## config.mk

```make
export PLATFORM = sky130hd
export DESIGN_NAME = alarm_ctrl
export DESIGN_NICKNAME = d
export VERILOG_FILES = /design/src/rtl/alarm_ctrl.sv
export SDC_FILE = /design/constraint.sdc
export NUM_CORES = 1
export LEC_CHECK = 0
export BUFFER_PORTS_ARGS = -buffer_cell sky130_fd_sc_hd__buf_2
export CORE_UTILIZATION = 45
export CTS_BUF_LIST = sky130_fd_sc_hd__clkbuf_4
export CTS_CLUSTER_SIZE = 30
export DETAILED_ROUTE_END_ITERATION = 7
export GPL_ROUTABILITY_DRIVEN = 0
export PLACE_DENSITY_LB_ADDON = 0.2
export SYNTH_ARGS = -nofsm -noshare
export SYNTH_HDL_FRONTEND = slang
export SYNTH_SLANG_ARGS = --single-unit
```

## constraint.sdc

```tcl
create_clock -name CLK -period 3.11 [get_ports CLK]
set_clock_uncertainty 0.2 [all_clocks]
set_input_delay 0.4665 -clock CLK [delete_from_list [all_inputs] [get_ports CLK]]
set_output_delay 0.4665 -clock CLK [all_outputs]
set_load 0.01 [all_outputs]
```

## src/rtl/alarm_ctrl.sv

```systemverilog
// Alarm-clock controller: alarm time entry (hours/minutes, BCD), arming,
// time-match ringing with auto-stop, snooze, and FND display/blink drive.
// Every output is a register. Next-state values feed the output registers
// so that a button or tick response shows up one cycle after the strobe.
module alarm_ctrl #(
  parameter int RING_SEC   = 60,
  parameter int SNOOZE_SEC = 300
) (
  input  logic       CLK,
  input  logic       RESETN,
  input  logic       SEC_TICK,
  input  logic       BTN_MODE,
  input  logic       BTN_UP,
  input  logic       BTN_OK,
  input  logic [3:0] T_H10,
  input  logic [3:0] T_H1,
  input  logic [3:0] T_M10,
  input  logic [3:0] T_M1,
  input  logic       T_SEC_ZERO,
  output logic [3:0] A_H10,
  output logic [3:0] A_H1,
  output logic [3:0] A_M10,
  output logic [3:0] A_M1,
  output logic [3:0] D_H10,
  output logic [3:0] D_H1,
  output logic [3:0] D_M10,
  output logic [3:0] D_M1,
  output logic       FND_EN,
  output logic       BUZZER,
  output logic       ARMED,
  output logic [2:0] STATE
);

  typedef enum logic [2:0] {
    S_IDLE    = 3'd0,
    S_SET_H   = 3'd1,
    S_SET_M   = 3'd2,
    S_ARMED   = 3'd3,
    S_RINGING = 3'd4,
    S_SNOOZE  = 3'd5
  } state_t;

  localparam logic [7:0] RING_LIM = 8'(RING_SEC);
  localparam logic [9:0] SNZ_LOAD = 10'(SNOOZE_SEC);
  localparam logic [3:0] BLANK    = 4'hF;

  state_t     state_q, state_d;
  logic [3:0] a_h10_q, a_h1_q, a_m10_q, a_m1_q;
  logic [3:0] a_h10_d, a_h1_d, a_m10_d, a_m1_d;
  logic [7:0] ring_cnt_q, ring_cnt_d;
  logic [9:0] snz_cnt_q, snz_cnt_d;
  logic       phase_q, phase_d;
  logic [3:0] d_h10_q, d_h1_q, d_m10_q, d_m1_q;
  logic [3:0] d_h10_d, d_h1_d, d_m10_d, d_m1_d;
  logic       fnd_en_q, fnd_en_d;
  logic       buzzer_q, buzzer_d;
  logic       armed_q, armed_d;

  logic       ok_w, mode_w, up_w, any_btn_w, match_w;
  logic [7:0] hr_nx, mn_nx;

  // BCD hour increment, wrapping 23 -> 00.
  function automatic logic [7:0] inc_hour(input logic [3:0] h10, input logic [3:0] h1);
    logic [7:0] r;
    if (h10 == 4'd2 && h1 == 4'd3) r = 8'h00;
    else if (h1 == 4'd9)           r = {h10 + 4'd1, 4'd0};
    else                           r = {h10, h1 + 4'd1};
    return r;
  endfunction

  // BCD minute increment, wrapping 59 -> 00 without touching the hour.
  function automatic logic [7:0] inc_min(input logic [3:0] m10, input logic [3:0] m1);
    logic [7:0] r;
    if (m1 == 4'd9) r = (m10 == 4'd5) ? 8'h00 : {m10 + 4'd1, 4'd0};
    else            r = {m10, m1 + 4'd1};
    return r;
  endfunction

  // Button arbitration (OK beats MODE beats UP) and time-match detection.
  always_comb begin
    ok_w      = BTN_OK;
    mode_w    = BTN_MODE & ~BTN_OK;
    up_w      = BTN_UP & ~BTN_OK & ~BTN_MODE;
    any_btn_w = BTN_OK | BTN_MODE | BTN_UP;
    match_w   = SEC_TICK & T_SEC_ZERO &
                (T_H10 == a_h10_q) & (T_H1 == a_h1_q) &
                (T_M10 == a_m10_q) & (T_M1 == a_m1_q);
    hr_nx     = inc_hour(a_h10_q, a_h1_q);
    mn_nx     = inc_min(a_m10_q, a_m1_q);
  end

  // Next-state, alarm digits, ring/snooze counters and blink phase.
  always_comb begin
    state_d    = state_q;
    a_h10_d    = a_h10_q;
    a_h1_d     = a_h1_q;
    a_m10_d    = a_m10_q;
    a_m1_d     = a_m1_q;
    ring_cnt_d = ring_cnt_q;
    snz_cnt_d  = snz_cnt_q;
    phase_d    = phase_q;
    case (state_q)
      S_IDLE: begin
        if (ok_w)        state_d = S_ARMED;
        else if (mode_w) state_d = S_SET_H;
      end
      S_SET_H: begin
        if (ok_w)        state_d = S_ARMED;
        else if (mode_w) state_d = S_SET_M;
        else if (up_w)   {a_h10_d, a_h1_d} = hr_nx;
      end
      S_SET_M: begin
        if (ok_w)        state_d = S_ARMED;
        else if (mode_w) state_d = S_SET_H;
        else if (up_w)   {a_m10_d, a_m1_d} = mn_nx;
      end
      S_ARMED: begin
        // Any button pulse masks a coincident match.
        if (ok_w)                       state_d = S_IDLE;
        else if (mode_w)                state_d = S_SET_H;
        else if (!any_btn_w && match_w) state_d = S_RINGING;
      end
      S_RINGING: begin
        // MODE is ignored here, so a MODE-only cycle still counts the tick.
        if (ok_w) begin
          state_d = S_ARMED;
        end else if (up_w) begin
          state_d   = S_SNOOZE;
          snz_cnt_d = SNZ_LOAD;
        end else if (SEC_TICK) begin
          ring_cnt_d = ring_cnt_q + 8'd1;
          if (ring_cnt_q + 8'd1 == RING_LIM) state_d = S_ARMED;
        end
      end
      S_SNOOZE: begin
        if (ok_w) begin
          state_d = S_ARMED;
        end else if (SEC_TICK) begin
          snz_cnt_d = snz_cnt_q - 10'd1;
          if (snz_cnt_q == 10'd1) state_d = S_RINGING;
        end
      end
      default: state_d = S_IDLE;
    endcase

    if (state_d == S_RINGING && state_q != S_RINGING) ring_cnt_d = '0;

    // Entering a displaying state forces the digits visible; otherwise blink.
    if (state_d != state_q &&
        (state_d == S_SET_H || state_d == S_SET_M || state_d == S_RINGING))
      phase_d = 1'b1;
    else if (SEC_TICK)
      phase_d = ~phase_q;
  end

  // Output decode from the next-state values so outputs line up with STATE.
  always_comb begin
    fnd_en_d = 1'b0;
    d_h10_d  = BLANK;
    d_h1_d   = BLANK;
    d_m10_d  = BLANK;
    d_m1_d   = BLANK;
    buzzer_d = (state_d == S_RINGING);
    armed_d  = (state_d == S_ARMED) || (state_d == S_RINGING) || (state_d == S_SNOOZE);
    case (state_d)
      S_SET_H: begin
        fnd_en_d = 1'b1;
        d_m10_d  = a_m10_d;
        d_m1_d   = a_m1_d;
        if (phase_d) begin
          d_h10_d = a_h10_d;
          d_h1_d  = a_h1_d;
        end
      end
      S_SET_M: begin
        fnd_en_d = 1'b1;
        d_h10_d  = a_h10_d;
        d_h1_d   = a_h1_d;
        if (phase_d) begin
          d_m10_d = a_m10_d;
          d_m1_d  = a_m1_d;
        end
      end
      S_RINGING: begin
        fnd_en_d = 1'b1;
        if (phase_d) begin
          d_h10_d = a_h10_d;
          d_h1_d  = a_h1_d;
          d_m10_d = a_m10_d;
          d_m1_d  = a_m1_d;
        end
      end
      default: ;
    endcase
  end

  // State, data and output registers with synchronous active-low reset.
  always_ff @(posedge CLK) begin
    if (!RESETN) begin
      state_q    <= S_IDLE;
      a_h10_q    <= '0;
      a_h1_q     <= '0;
      a_m10_q    <= '0;
      a_m1_q     <= '0;
      ring_cnt_q <= '0;
      snz_cnt_q  <= '0;
      phase_q    <= 1'b1;
      d_h10_q    <= BLANK;
      d_h1_q     <= BLANK;
      d_m10_q    <= BLANK;
      d_m1_q     <= BLANK;
      fnd_en_q   <= 1'b0;
      buzzer_q   <= 1'b0;
      armed_q    <= 1'b0;
    end else begin
      state_q    <= state_d;
      a_h10_q    <= a_h10_d;
      a_h1_q     <= a_h1_d;
      a_m10_q    <= a_m10_d;
      a_m1_q     <= a_m1_d;
      ring_cnt_q <= ring_cnt_d;
      snz_cnt_q  <= snz_cnt_d;
      phase_q    <= phase_d;
      d_h10_q    <= d_h10_d;
      d_h1_q     <= d_h1_d;
      d_m10_q    <= d_m10_d;
      d_m1_q     <= d_m1_d;
      fnd_en_q   <= fnd_en_d;
      buzzer_q   <= buzzer_d;
      armed_q    <= armed_d;
    end
  end

  assign STATE  = state_q;
  assign A_H10  = a_h10_q;
  assign A_H1   = a_h1_q;
  assign A_M10  = a_m10_q;
  assign A_M1   = a_m1_q;
  assign D_H10  = d_h10_q;
  assign D_H1   = d_h1_q;
  assign D_M10  = d_m10_q;
  assign D_M1   = d_m1_q;
  assign FND_EN = fnd_en_q;
  assign BUZZER = buzzer_q;
  assign ARMED  = armed_q;

endmodule

```

**Word level (Yosys, flattened, before mapping)**

Cells that the tools add are included.

- Register bits: 57
- Output and inout port bits: 38
- Bits of input ports: 23

- Equality and inequality tests: 27
- $add $sub $neg: 6
- Bitwise gates (word level): 15
- Multiplexer cells: 51
- Reductions and logical operators: 18

Operator list:

| operator | count |
|---|---|
| 4-bit 2-to-1 mux | 20 |
| 3-bit 2-to-1 mux | 14 |
| 10-bit 2-to-1 mux | 4 |
| 8-bit 2-to-1 mux | 4 |
| 4-bit case mux with 2 select lines | 4 |
| 10-bit case mux with 2 select lines | 1 |
| 4-bit by 1-bit adder with 4-bit output (second input constant) | 4 |
| 4-bit equality test | 4 |
| 3-bit case mux with 5 select lines | 1 |
| 3-bit by 2-bit equality test with 1-bit output (second input constant) | 4 |
| 3-bit equality test (second input constant) | 4 |
| 10-bit by 1-bit equality test with 1-bit output (second input constant) | 1 |
| 10-bit by 1-bit subtractor with 10-bit output (second input constant) | 1 |
| 8-bit by 1-bit adder with 8-bit output (second input constant) | 1 |
| 1-bit bitwise AND | 8 |
| 4-bit by 2-bit equality test with 1-bit output (second input constant) | 2 |
| 4-bit equality test (second input constant) | 2 |
| 8-bit by 6-bit equality test with 1-bit output (second input constant) | 1 |
| 2-bit != test (second input constant) | 4 |
| 2-bit OR reduction | 4 |
| 3-bit by 1-bit equality test with 1-bit output (second input constant) | 2 |
| 1-bit NOT | 5 |
| 5-bit AND reduction | 1 |
| 4-bit by 3-bit equality test with 1-bit output (second input constant) | 1 |
| 11 further kinds | 20 |

**Longest topological paths before layout**

- Depth in word-level cells: 17
- Mapped depth: 10
- Gate-level depth less buffers: 9

**Worst setup path after synthesis**

Ideal clock, no wire load.

- Path type: register to register
- Start point: register snz_cnt_q[4]
- End point: register d_m10_q[0] (netlist: D_M10[0])
- Path slack: 0.548 ns
- Stages on the path, launching flop included: 9
- Path buffers: 1
- Data arrival time: 2.241 ns
- Period minus slack after synthesis: 2.562 ns
- Setup time: 0.121 ns
- Required time: 2.789 ns
- Cell sequence: dfxtp_1 -> or4_4 -> o41ai_2 -> o32ai_1 -> a211o_4 -> xnor2_4 -> and3_1 -> buf_4 -> nand2_1

- Longest elaborated chain between the ends: 12
- Elaborated cells on any way between the ends: 16
- Those cells by class: 5 x eq/ne; 7 x mux; 4 x reduce/logical

RTL lines:

| element | line | text |
|---|---|---|
| start: declaration | 51 | `logic [9:0] snz_cnt_q, snz_cnt_d;` |
| start signal: assignment | 222 | `snz_cnt_q <= snz_cnt_d;` |
| 10-bit by 1-bit equality test with 1-bit output (*) | 140 | `if (snz_cnt_q == 10'd1) state_d = S_RINGING;` |
| 3-bit 2-to-1 mux (*) | 140 |  |
| 3-bit 2-to-1 mux (*) | 138 | `end else if (SEC_TICK) begin` |
| 3-bit 2-to-1 mux (*) | 136 | `if (ok_w) begin` |
| 3-bit case mux with 5 select lines (*) | 102 | `case (state_q)` |
| 3-bit by 1-bit equality test with 1-bit output or 3-bit by 2-bit equality test with 1-bit output (tied branches) | 150, 165 |  |
| 1-bit logical OR (2 in a row) | 150 | `(state_d == S_SET_H \|\| state_d == S_SET_M \|\| state_d == S_RINGING))` |
| 1-bit logical AND | 149 | `if (state_d != state_q &&` |
| 1-bit 2-to-1 mux | 149 |  |
| 4-bit 2-to-1 mux | 179, 186 |  |
| 4-bit case mux with 2 select lines (*) | 165 | `case (state_d)` |
| end signal: assignment | 226 | `d_m10_q <= d_m10_d;` |
| end: declaration | 53 | `logic [3:0] d_h10_q, d_h1_q, d_m10_q, d_m1_q;` |

Every way passes the cells marked *; elsewhere a longest branch is shown, timed or not.
A chain may end at the register's enable or synchronous reset.

**Worst setup path after layout**

- Start point: register snz_cnt_q[4]
- End point: register d_m1_q[3] (netlist: D_M1[3])

- Longest elaborated chain between the ends: 12
- Elaborated cells on any way between the ends: 16
- Those cells by class: 5 x eq/ne; 7 x mux; 4 x reduce/logical

RTL lines:

| element | line | text |
|---|---|---|
| 10-bit by 1-bit equality test with 1-bit output (*) | 140 |  |
| 3-bit 2-to-1 mux (*) | 140 |  |
| 3-bit 2-to-1 mux (*) | 138 |  |
| 3-bit 2-to-1 mux (*) | 136 |  |
| 3-bit case mux with 5 select lines (*) | 102 |  |
| 3-bit by 1-bit equality test with 1-bit output or 3-bit by 2-bit equality test with 1-bit output (tied branches) | 150, 165 |  |
| 1-bit logical OR (2 in a row) | 150 |  |
| 1-bit logical AND | 149 |  |
| 1-bit 2-to-1 mux | 149 |  |
| 4-bit 2-to-1 mux | 179, 186 |  |
| 4-bit case mux with 2 select lines (*) | 165 |  |
| end signal: assignment | 227 | `d_m1_q <= d_m1_d;` |
| end: declaration | 53 |  |

Marked as above.

==> results.toml <==
[clocking]
clock-sinks = 57
path_clk_slew_ns = 0.10
postCtsHoldBufs = 0
cts_buffers = 9
htreeDepth = 3
insertion_delay_ns = 0.40
cts_setup_buffers = 0
cts_root_buf = "clkbuf_4"
cts_resized = 0
cts_tree = "done"
ctsLongestPathBuffers = 2

[synth]
ys.flop_type = "dfxtp_1"
synthArstFlopShare_pct = 0
syn_area_um2 = 2830
synth_area_per_cell_um2 = 8.76
ys_seq_area_share_pct = 40.3
yosys_warnings = 0
synth_edf_count = 0
synth.distinct_cells = 52
ys_ff_latch = 57
synth_cells = 323
syn-num-nets = 351

[route]
vias = 2466
drc_errors = 0
wl_per_cell_um = 13.8
wl_um = 6430
via_per_inst = 5.30
drt-pass1-iter-count = 4
ant_nets = 0
drtIter0Drc = 113

[sta]
final.setup.worst_slack_ns = 0.211
drv_slew = 0
fmax_ghz = 0.345
fin_tns_setup_ns = 0
finalCritPeriodShare_pct = 93.2
period_needed_ns = 2.90
hold_viol_final = 0
finalSetupViolCount = 0
relSlewSlack_pct = 49.6
worst_pin_slew_ns = 0.755
holdWs_ns = 0.226
rsz0062_at_grt = "no"

[die]
io_pins = 61
initial_core_util_pct = 47.2
die_w_um = 81.3
num_rows = 28
die_area_um2 = 6610
core_area_um2 = 5990
die_h_um = 81.3

[placed_design]
post-place-ws_ns = 0.196
dp_hpwl_um = 4780
dp_cells = 449
port_buffers = 60

[worst_hold_path]
hold_path_end = "D_H10[1]"
min_path_cells = 2
worstHoldStart = "RESETN"
hold_path.class = "input port to flop"

[global_routing]
grt_use_total_pct = 20.7
grt_pass1_vias = 2210
grt_first_pass_wirelength_um = 10300
grt-ovfl-total = 0
antenna_found_initial = 0
grt_max_degree = 19

[finish]
finalNetCount = 413
fin_cells = 465
seqCellArea_um2 = 1140
multi_input_area_um2 = 1590
largest_reg_flops = 10
fin_util_pct = 56.0
areaGrowthSynthToFinish_pct = 18.5
drive_gt1_share_pct = 23.1
top_register = "snz_cnt_q"
fillers = 575
antenna_cells = 0
reg_top3 = "snz_cnt_q: 10 flops, ring_cnt_q: 8 flops"

[critical_path]
critPathKind = "flop to flop"
worstRegToRegCells = 7
critPathLaunchType = "flop"
r2r-end = "D_M1[3]"
regToRegStartpoint = "snz_cnt_q[4]"
required_ns = 3.18
cp.arrival_ns = 2.97
crit_path_end_kind = "flop"
cp_max_fo = 10
r2r_slack_ns = 0.21

[power_and_ir_drop]
vdd_ir_drop_max_v = 0.000333
swShare_pct = 26.1
leakage_nw = 1.39
intPower_mw = 1.19
combPwrFrac_pct = 13.8
power_density_nw_per_um2 = 479
clock_power_share_pct = 36.8
p_seq_share_pct = 49.3
p_sw_mw = 0.419

[outcome]
status = "finished clean"

[flow_run]
max-cap-violations = 0
## cell type report
cell class	count	share of cell area, %
inverter	12	1.34
timing repair buffer	64	9.85
tap	75	2.80
multi-input combinational	241	47.4
clock buffer	9	2.01
clock inverter	7	2.54
sequential	57	34.0
## layer usage
metal	global-route usage, %	share of wire (%)	wire [um]
met3	4.38	5.0	321
met2	30.5	45	2880
met5	0	0	0
met1	27.9	49	3120
met4	11.1	1.6	105
## cells in the final DEF (no fill, tap or decap), types with 9 or more instances in the layout
cell,instances
nand2_1,29
clkbuf_4,9
a21oi_1,11
buf_2,60
nor2_1,41
o21ai_0,9
xnor2_1,17
inv_1,11
dfxtp_1,57
nand4_1,13
xor2_1,21
## power by group through the flow
stage          clock network [mW]  logic, mW  registers, mW
4_1_cts                     0.601      0.223          0.792
6_report                    0.591      0.222          0.792
5_1_grt                     0.629      0.247          0.798
3_5_place_dp                    0      0.223          0.809
3_3_place_gp                    0      0.221          0.809
2_1_floorplan                   0      0.122          0.825
## cell families (layout without fill, tap and decap cells)
group | count (synthesis) | in the layout | share of synthesized area, %
AOI/OAI and AO/OA | 44 | 44 | 11.6
xor gates and xnor gates | 39 | 39 | 12.7
adders and majority gates | 5 | 5 | 2.21
buffers and inverters | 25 | 92 | 3.45
DFF | 57 | 57 | 40.3
muxes | 3 | 3 | 1.06
and+or+nand+nor | 150 | 150 | 28.6
## cell usage after synthesis (2+ instances only)
cell type   n  area share (%)
dfxtp_1    57              40
nor2_1     41             5.4
nand2_1    29             3.8
xor2_1     21             6.5
xnor2_1    17             5.3
nand4_1    13             2.9
clkbuf_1   12             1.6
a21oi_1    11             1.9
inv_1      11             1.5
o21ai_0     9             1.6
nand2b_1    7             1.5
nor2b_1     7             1.5
nand3_1     6             1.1
nor3_1      6             1.1
nor4_1      6             1.3
and3_1      5             1.1
ha_1        5             2.2
nor3b_1     5             1.3
or3_1       4            0.88
a211oi_1    3            0.80
a22oi_1     3            0.80
a31oi_1     3            0.66
and2_1      3            0.66
mux2i_1     3             1.1
nand4b_1    3            0.93
nor4b_1     3            0.93
a31o_2      2            0.62
nand4bb_1   2            0.80
nor4bb_1    2            0.71
o21ba_2     2            0.71
## metrics by stage
stage                     total power, mW  instance area [um2]
final                                1.60                 3350
after global placement               1.03                 3200
after floorplan                     0.947                 2830
after detailed placement             1.03                 3200
after CTS                            1.62                 3350
after global routing                 1.67                 3350
## how the worst max path moves through the flow
stage	slack, ns	depth (start not counted)	start	end
floorplan	0.55	8	snz_cnt_q[4]	D_M10[0]
global placement	0.18	7	BTN_OK	D_H10[3]
detailed placement	0.20	7	BTN_OK	D_H10[3]
CTS	0.21	7	snz_cnt_q[4]	D_M1[3]
global route	0.04	7	snz_cnt_q[4]	D_M1[1]
finish	0.21	7	snz_cnt_q[4]	D_M1[3]
## critical path, cell delays in order, from the launching register on
cell	delay, ns
dfxtp_1	0.35
or4_4	0.56
o41ai_2	0.33
o32ai_1	0.17
a211o_4	0.35
xnor2_4	0.32
and3_1	0.39
nand2_1	0.09
(Power assumes the default switching activity.)
